## src/rtl/core_pkg.sv

```systemverilog
// core_pkg: shared types and constants for the multi-cycle RV32 core.
package core_pkg;
  typedef enum logic [1:0] {IDLE, FETCH, ISSUE, TRAP} fetch_state_t;
  localparam logic [31:0] NOP_INSTR = 32'h0000_0013;
  localparam logic [31:0] RESET_PC_DEFAULT = 32'h0000_0000;
  localparam logic [6:0] OP_LUI = 7'b0110111;
  localparam logic [6:0] OP_AUIPC = 7'b0010111;
  localparam logic [6:0] OP_JAL = 7'b1101111;
  localparam logic [6:0] OP_JALR = 7'b1100111;
  localparam logic [6:0] OP_BRANCH = 7'b1100011;
  localparam logic [6:0] OP_LOAD = 7'b0000011;
  localparam logic [6:0] OP_STORE = 7'b0100011;
  localparam logic [6:0] OP_IMM = 7'b0010011;
  localparam logic [6:0] OP_REG = 7'b0110011;
endpackage

```

## src/rtl/next_pc_logic.sv

```systemverilog
// next_pc_logic: combinational next-PC selection with jalr > jal > blt > beq > sequential priority.
module next_pc_logic #(
  parameter int XLEN = 32
) (
  input  logic [XLEN-1:0] pc,
  input  logic [XLEN-1:0] imm,
  input  logic [XLEN-1:0] alu_result,
  input  logic            alu_zero,
  input  logic            branch_beq,
  input  logic            branch_blt,
  input  logic            branch_jal,
  input  logic            branch_jalr,
  output logic [XLEN-1:0] next_pc,
  output logic            target_misaligned
);
  logic [XLEN-1:0] rel_target;
  logic taken;
  assign rel_target = pc + imm;
  // blt arrives with beq also set, so blt must be tested first
  assign taken = branch_blt ? !alu_zero : (branch_beq & alu_zero);
  assign next_pc = branch_jalr ? (alu_result & ~XLEN'(1)) :
                   (branch_jal | taken) ? rel_target : pc + XLEN'(4);
  assign target_misaligned = |next_pc[1:0];
endmodule

```

## src/rtl/fetch_unit.sv

```systemverilog
// fetch_unit: PC sequencing and instruction fetch over a req/ready handshake, trapping on misaligned targets.
module fetch_unit
  import core_pkg::*;
#(
  parameter int XLEN = 32,
  parameter logic [XLEN-1:0] RESET_PC = XLEN'(RESET_PC_DEFAULT)
) (
  input  logic            clk,
  input  logic            reset,
  output logic [XLEN-1:0] imem_addr,
  output logic            imem_req,
  input  logic            imem_ready,
  input  logic [31:0]     imem_rdata,
  output logic [31:0]     instruction,
  output logic            instr_valid,
  output logic [XLEN-1:0] pc,
  output logic [XLEN-1:0] pc_plus4,
  input  logic            stall,
  input  logic            BranchBeq,
  input  logic            BranchBlt,
  input  logic            BranchJal,
  input  logic            BranchJalr,
  input  logic [XLEN-1:0] imm,
  input  logic [XLEN-1:0] alu_result,
  input  logic            alu_zero,
  output logic            misaligned
);
  fetch_state_t state, state_next;
  logic [XLEN-1:0] next_pc;
  logic target_misaligned;
  logic advance;

  next_pc_logic #(.XLEN(XLEN)) u_next_pc (
    .pc(pc),
    .imm(imm),
    .alu_result(alu_result),
    .alu_zero(alu_zero),
    .branch_beq(BranchBeq),
    .branch_blt(BranchBlt),
    .branch_jal(BranchJal),
    .branch_jalr(BranchJalr),
    .next_pc(next_pc),
    .target_misaligned(target_misaligned)
  );

  assign advance = (state == ISSUE) && !stall;
  assign imem_addr = pc;
  assign pc_plus4 = pc + XLEN'(4);

  always_ff @(posedge clk) begin
    if (reset) begin
      state <= IDLE;
      pc <= RESET_PC;
      instruction <= NOP_INSTR;
      misaligned <= 1'b0;
    end else begin
      state <= state_next;
      if (state == FETCH && imem_ready) instruction <= imem_rdata;
      if (advance) pc <= next_pc;
      if (advance && target_misaligned) misaligned <= 1'b1;
    end
  end

  always_comb begin
    state_next = state;
    imem_req = 1'b0;
    instr_valid = 1'b0;
    case (state)
      IDLE: state_next = FETCH;
      FETCH: begin
        imem_req = 1'b1;
        state_next = imem_ready ? ISSUE : FETCH;
      end
      ISSUE: begin
        instr_valid = 1'b1;
        state_next = stall ? ISSUE : (target_misaligned ? TRAP : FETCH);
      end
      default: state_next = TRAP;
    endcase
  end
endmodule

```

## config.mk

```make
export PLATFORM = sky130hd
export DESIGN_NAME = fetch_unit
export DESIGN_NICKNAME = d
export VERILOG_FILES = /design/src/rtl/core_pkg.sv /design/src/rtl/next_pc_logic.sv /design/src/rtl/fetch_unit.sv
export SDC_FILE = /design/constraint.sdc
export NUM_CORES = 1
export LEC_CHECK = 0
export CAP_MARGIN = 40
export CORE_UTILIZATION = 35
export DETAILED_ROUTE_END_ITERATION = 7
export GPL_TIMING_DRIVEN = 1
export PLACE_DENSITY_LB_ADDON = 0.25
export SLEW_MARGIN = 20
export SYNTH_ARGS = -nofsm -noshare
export SYNTH_HDL_FRONTEND = slang
export SYNTH_SLANG_ARGS = --single-unit
```

## constraint.sdc

```tcl
create_clock -name clk -period 7.8 [get_ports clk]
set_input_delay 1.56 -clock clk [delete_from_list [all_inputs] [get_ports clk]]
set_output_delay 1.56 -clock clk [all_outputs]
set_load 0.01 [all_outputs]
```

# Word level (Yosys, flattened, before mapping)
# Cells that the tools add are included.
# totals
reg_bits,67
input_bits,105
elab_cells,26
# classes
n_addsub,2
n_eq_ne,2
n_mux,9
bitwise_logic,2
reduce_logical,7
# ops
cell,n
$mux W32,2
$add A32 B3 Y32 const B,1
$add A32 B32 Y32,1
$mux W2,3
$pmux W2 S3,1
$logic_and A1 B1 Y1,3
$mux W1,3
$eq A2 B1 Y1 const B,1
$eq A2 B2 Y1 const B,1
$logic_not A1 Y1,2
$logic_not A2 Y1,1
$reduce_or A2 Y1,1
$and A1 B1 Y1,1
$or A1 B1 Y1,1

# Depth between registers and ports, before layout
# logic_depth
depth_word,9
depth_mapped,10

# Cells and area by module
# A second synthesis with hierarchy kept.
# hier_totals
cells_unflattened,824
hier_area_um2,6010.8
# by_module_without_submodules
mod,n_inst,cells_each,area_each_um2
fetch_unit,1,406,3133.0
next_pc_logic,1,418,2877.8

# Worst setup path after synthesis
# OpenSTA, ideal clock, no wires.
# synth_path
kind,input port to flip-flop
from,input port imm[0]
to,register pc[18] (netlist: imem_addr[18])
arrival_ps,3533
required_time_ps,7679
slack_ps,4147
stages,10
path_buffers,0
path_cell_list,ha_1 -> fa_1 -> a21o_1 -> and3_1 -> o2111ai_1 -> a31oi_1 -> o2111ai_1 -> mux2_2 -> o2111ai_1 -> nand2_1
# synth_between
elab_chain_cells,3
# synth_lines
element,line_no,text
start: declaration,fetch_unit.sv:23,"input logic [XLEN-1:0] imm,"
$add A32 B32 Y32,next_pc_logic.sv:18,assign rel_target = pc + imm;
$mux W32,next_pc_logic.sv:22,(branch_jal | taken) ? rel_target : pc + XLEN'(4);
$mux W32,next_pc_logic.sv:21,assign next_pc = branch_jalr ? (alu_result & ~XLEN'(1)) :
end signal: assignment,fetch_unit.sv:59,if (advance) pc <= next_pc;
end: declaration,fetch_unit.sv:16,"output logic [XLEN-1:0] pc,"
# Every way passes these cells.
# A chain may end at the register's enable or synchronous reset.

# Worst setup path after layout
# layout_path
from,register pc[8] (netlist: imem_addr[8])
to,output port pc_plus4[25]
# layout_between
elab_chain_cells,1
# layout_lines
element,line_no,text
$add A32 B3 Y32,fetch_unit.sv:48,assign pc_plus4 = pc + XLEN'(4);
end: declaration,fetch_unit.sv:17,"output logic [XLEN-1:0] pc_plus4,"
# Every way passes these cells.

==> impl_metrics.csv <==
group,metric,value,unit
yosys,yosysUniqueCellTypes,81,
clocking,clkTransAtPathRegs,60,ps
yosys,yosys.area.top_type_share,23.4,%
die,ios,236,
yosys,synth_cells,760,
clocking,cts_sinks,67,
timing,clock.fmax,0.222,GHz
final_layout,nets,1078,
pwr,powerDensity,127,nW/µm²
yosys,synth_top_family_by_area,"compound AO/OA/AOI/OAI gates",
global_routing,grtUsageTotal,24.6,%
timing,rsz0062_at_grt,"no",
timing,finalClockSkew,6.39,ps
timing,whs,452,ps
place,io_buffers,234,
yosys,synthMuxAreaShare,1.66,%
clocking,clock_latency,340,ps
critical_path,worstSetupStartpointType,"flip-flop",
route,drc_errors,0,
critical_path,arrival,2950,ps
pwr,comb_power_share,25.4,%
die,rows,46,
global_routing,grt_max_degree,54,
pwr,sw_frac_of_total,29.3,%
route,wire_per_inst,18.3,µm
route,totalWireLength,21200,µm
timing,setup_ws,3290,ps
die,start_util,35.9,%
yosys,syn-cell-area,5720,µm²
pwr,vdd_drop_max,109,µV
timing,relSlewSlack,47.2,%
final_layout,fillers,1590,
yosys,synth_edf_count,0,
critical_path,critPathKind,"reg2out",
timing,setup_viol,0,
die,fp.dieW,130,µm
place,place.gp.congestion,0.930,
route,ant_nets,0,
timing,finalHoldViolCount,0,
yosys,synth_compound_area_share,27.7,%
critical_path,worst_setup_path_end_kind,"output pin",
job,cap_violations,0,
die,fp.dieArea,16900,µm²
yosys,syn-mean-instance-area,7.53,µm²
pwr,sequentialPowerShare,35.5,%
clocking,clock_path_buffers,2,
yosys,yosysWarningCount,0,
hold_path,hold_path_class,"reg2reg",
timing,fin_crit_sh,57.8,%
clocking,htree_levels,3,
global_routing,grt_pass1_wl,31800,µm
timing,worst_pin_slew,793,ps
critical_path,reg2reg_setup_slack,4760,ps
pwr,p_int,742,µW
yosys,synthSimpleGateAreaFrac,23.9,%
timing,fin_crit,4510,ps
pwr,clockPowerShare,39.1,%
timing,setup_tns,0,ps
clocking,cts_resized,0,
final_layout,finish.utilization,52.0,%
route,drt-pass1-iter-count,5,
place,hpwl,15900,µm
route,drtIter0Drc,385,
yosys,synth_ff_type,"dfxtp_1",
critical_path,crit_required,6240,ps
clocking,cts_root_buf,"clkbuf_16",
critical_path,rr_worst_depth,10,
die,die_h,130,µm
route,vias,6345,
pwr,p_leak,0.00322,µW
critical_path,cp_max_fo,10,
pwr,finalPower,1050,µW
global_routing,grt_pass1_vias,5785,
clocking,cts_setup_buffers,0,
outcome,status,"finished clean",
pwr,power_switching,308,µW
yosys,yosysTopAreaCell,"dfxtp_1",
yosys,synth_fp_nets,898,
die,core_area,15900,µm²
yosys,yosysSeqAreaShare,23.4,%
yosys,ys_async_sr_fraction,0,%
final_layout,drive_gt1_share,6.24,%
final_layout,area_growth,44.9,%
yosys,synthXorXnorAreaFrac,7.48,%
clocking,cts_hold_buf,0,
yosys,synth_seq_cells,67,
clocking,cts-buffers-inserted,9,
yosys,synthTopCellsByArea,"dfxtp_1, nand2_1, a21oi_1, ha_1, buf_4",
timing,drv_slew,0,
global_routing,antenna_found_initial,0,
route,vias_per_cell,5.47,
clocking,cts_tree,"done",
yosys,synthAdderAreaFrac,7.35,%
final_layout,diodes,0,
place,pre_cts_slack,3280,ps
global_routing,gr-total-overflow,0,
hold_path,holdPathStages,2,
-- Yosys cell counts, types with 3 or more instances --
| cell | number |
|---|---|
| nand2_1 | 137 |
| a21oi_1 | 83 |
| dfxtp_1 | 67 |
| nor2_1 | 38 |
| buf_4 | 37 |
| clkbuf_1 | 33 |
| ha_1 | 32 |
| o21ai_0 | 32 |
| xnor2_1 | 31 |
| nand3_1 | 23 |
| a21o_1 | 19 |
| o211ai_1 | 17 |
| xor2_1 | 16 |
| nand4_1 | 14 |
| a31oi_1 | 11 |
| and3_1 | 11 |
| inv_1 | 11 |
| nor2b_1 | 8 |
| a211o_1 | 7 |
| a211oi_1 | 7 |
| and2_1 | 7 |
| buf_2 | 5 |
| mux2i_1 | 5 |
| nand2b_1 | 5 |
| o2111ai_1 | 5 |
| or3_1 | 5 |
| a22oi_1 | 4 |
| mux2_2 | 4 |
| nor3_1 | 4 |
| o21a_1 | 4 |
| o21bai_1 | 4 |
| o221ai_1 | 4 |
| a22o_1 | 3 |
| a311oi_1 | 3 |
| and4_1 | 3 |
| o22ai_1 | 3 |
| o31a_1 | 3 |
| o31ai_1 | 3 |
-- final cells by class --
cell class	count	area [µm²]	area share [%]
Multi-Input combinational cell	605	3900	47.1
Clock inverter	6	65.1	0.785
Clock buffer	10	229	2.76
Sequential cell	67	1340	16.2
Timing Repair Buffer	246	2440	29.4
Tap cell	216	270	3.26
Inverter	11	41.3	0.498
-- cells in the final DEF, fill, tap and decap left out, drive strengths merged, types with 16 or more instances in the layout --
| cell | instances |
|---|---|
| ha | 32 |
| nand4 | 16 |
| dfxtp | 67 |
| o21ai | 35 |
| nor2 | 39 |
| nand2 | 137 |
| clkdlybuf4s50 | 233 |
| o211ai | 18 |
| xor2 | 16 |
| a21oi | 83 |
| nand3 | 24 |
| a21o | 19 |
| xnor2 | 32 |
-- power by group through the flow --
stage / clock network, µW / logic, µW / registers, µW
finish: 410 / 267 / 373
global route: 431 / 289 / 375
CTS: 420 / 265 / 373
detailed placement: 0 / 263 / 380
global placement: 0 / 261 / 380
floorplan: 0 / 130 / 382
-- critical path, stage by stage (launching register included) --
cell,delay (ps)
dfxtp_1,570
nand4_1,250
nor4_4,580
nand2_1,280
nor2_1,180
xnor2_1,170
clkdlybuf4s50_1,580
-- worst paths after layout --
path / end / from
worst max-delay path: pc_plus4[25] / imem_addr[8]
worst min-delay path: instruction[6] / instruction[6]
worst max register to register: imem_addr[30] / imem_addr[0]
worst min register to register: instruction[6] / instruction[6]
-- metal layers --
layer	track usage, %	vias to the layer above	wire [µm]
li1	-	3085	-
met1	31.5	2992	9280
met2	41.5	233	10100
met3	4.55	35	1430
met4	8.07	0	461
met5	0	-	0
-- per-stage QoR --
stage / area (µm²) / cells
after floorplan: 5720 / 760
after global placement: 7940 / 1140
after detailed placement: 7970 / 1143
after CTS: 8260 / 1159
after global routing: 8290 / 1161
final: 8290 / 1161
-- state kept, by name, summed over array words and instances, names as in the netlist --
| name | flops |
|---|---|
| imem_addr | 32 |
| instruction | 32 |
| misaligned | 1 |
| state | 2 |
-- cell families after synthesis --
group / Yosys count
buffers and inverters: 88
adders and majority gates: 33
and+or+nand+nor: 276
AOI/OAI and AO/OA: 239
DFF: 67
xor gates and xnor gates: 48
muxes: 9
Note: power is estimated with default switching activity, not from simulation.
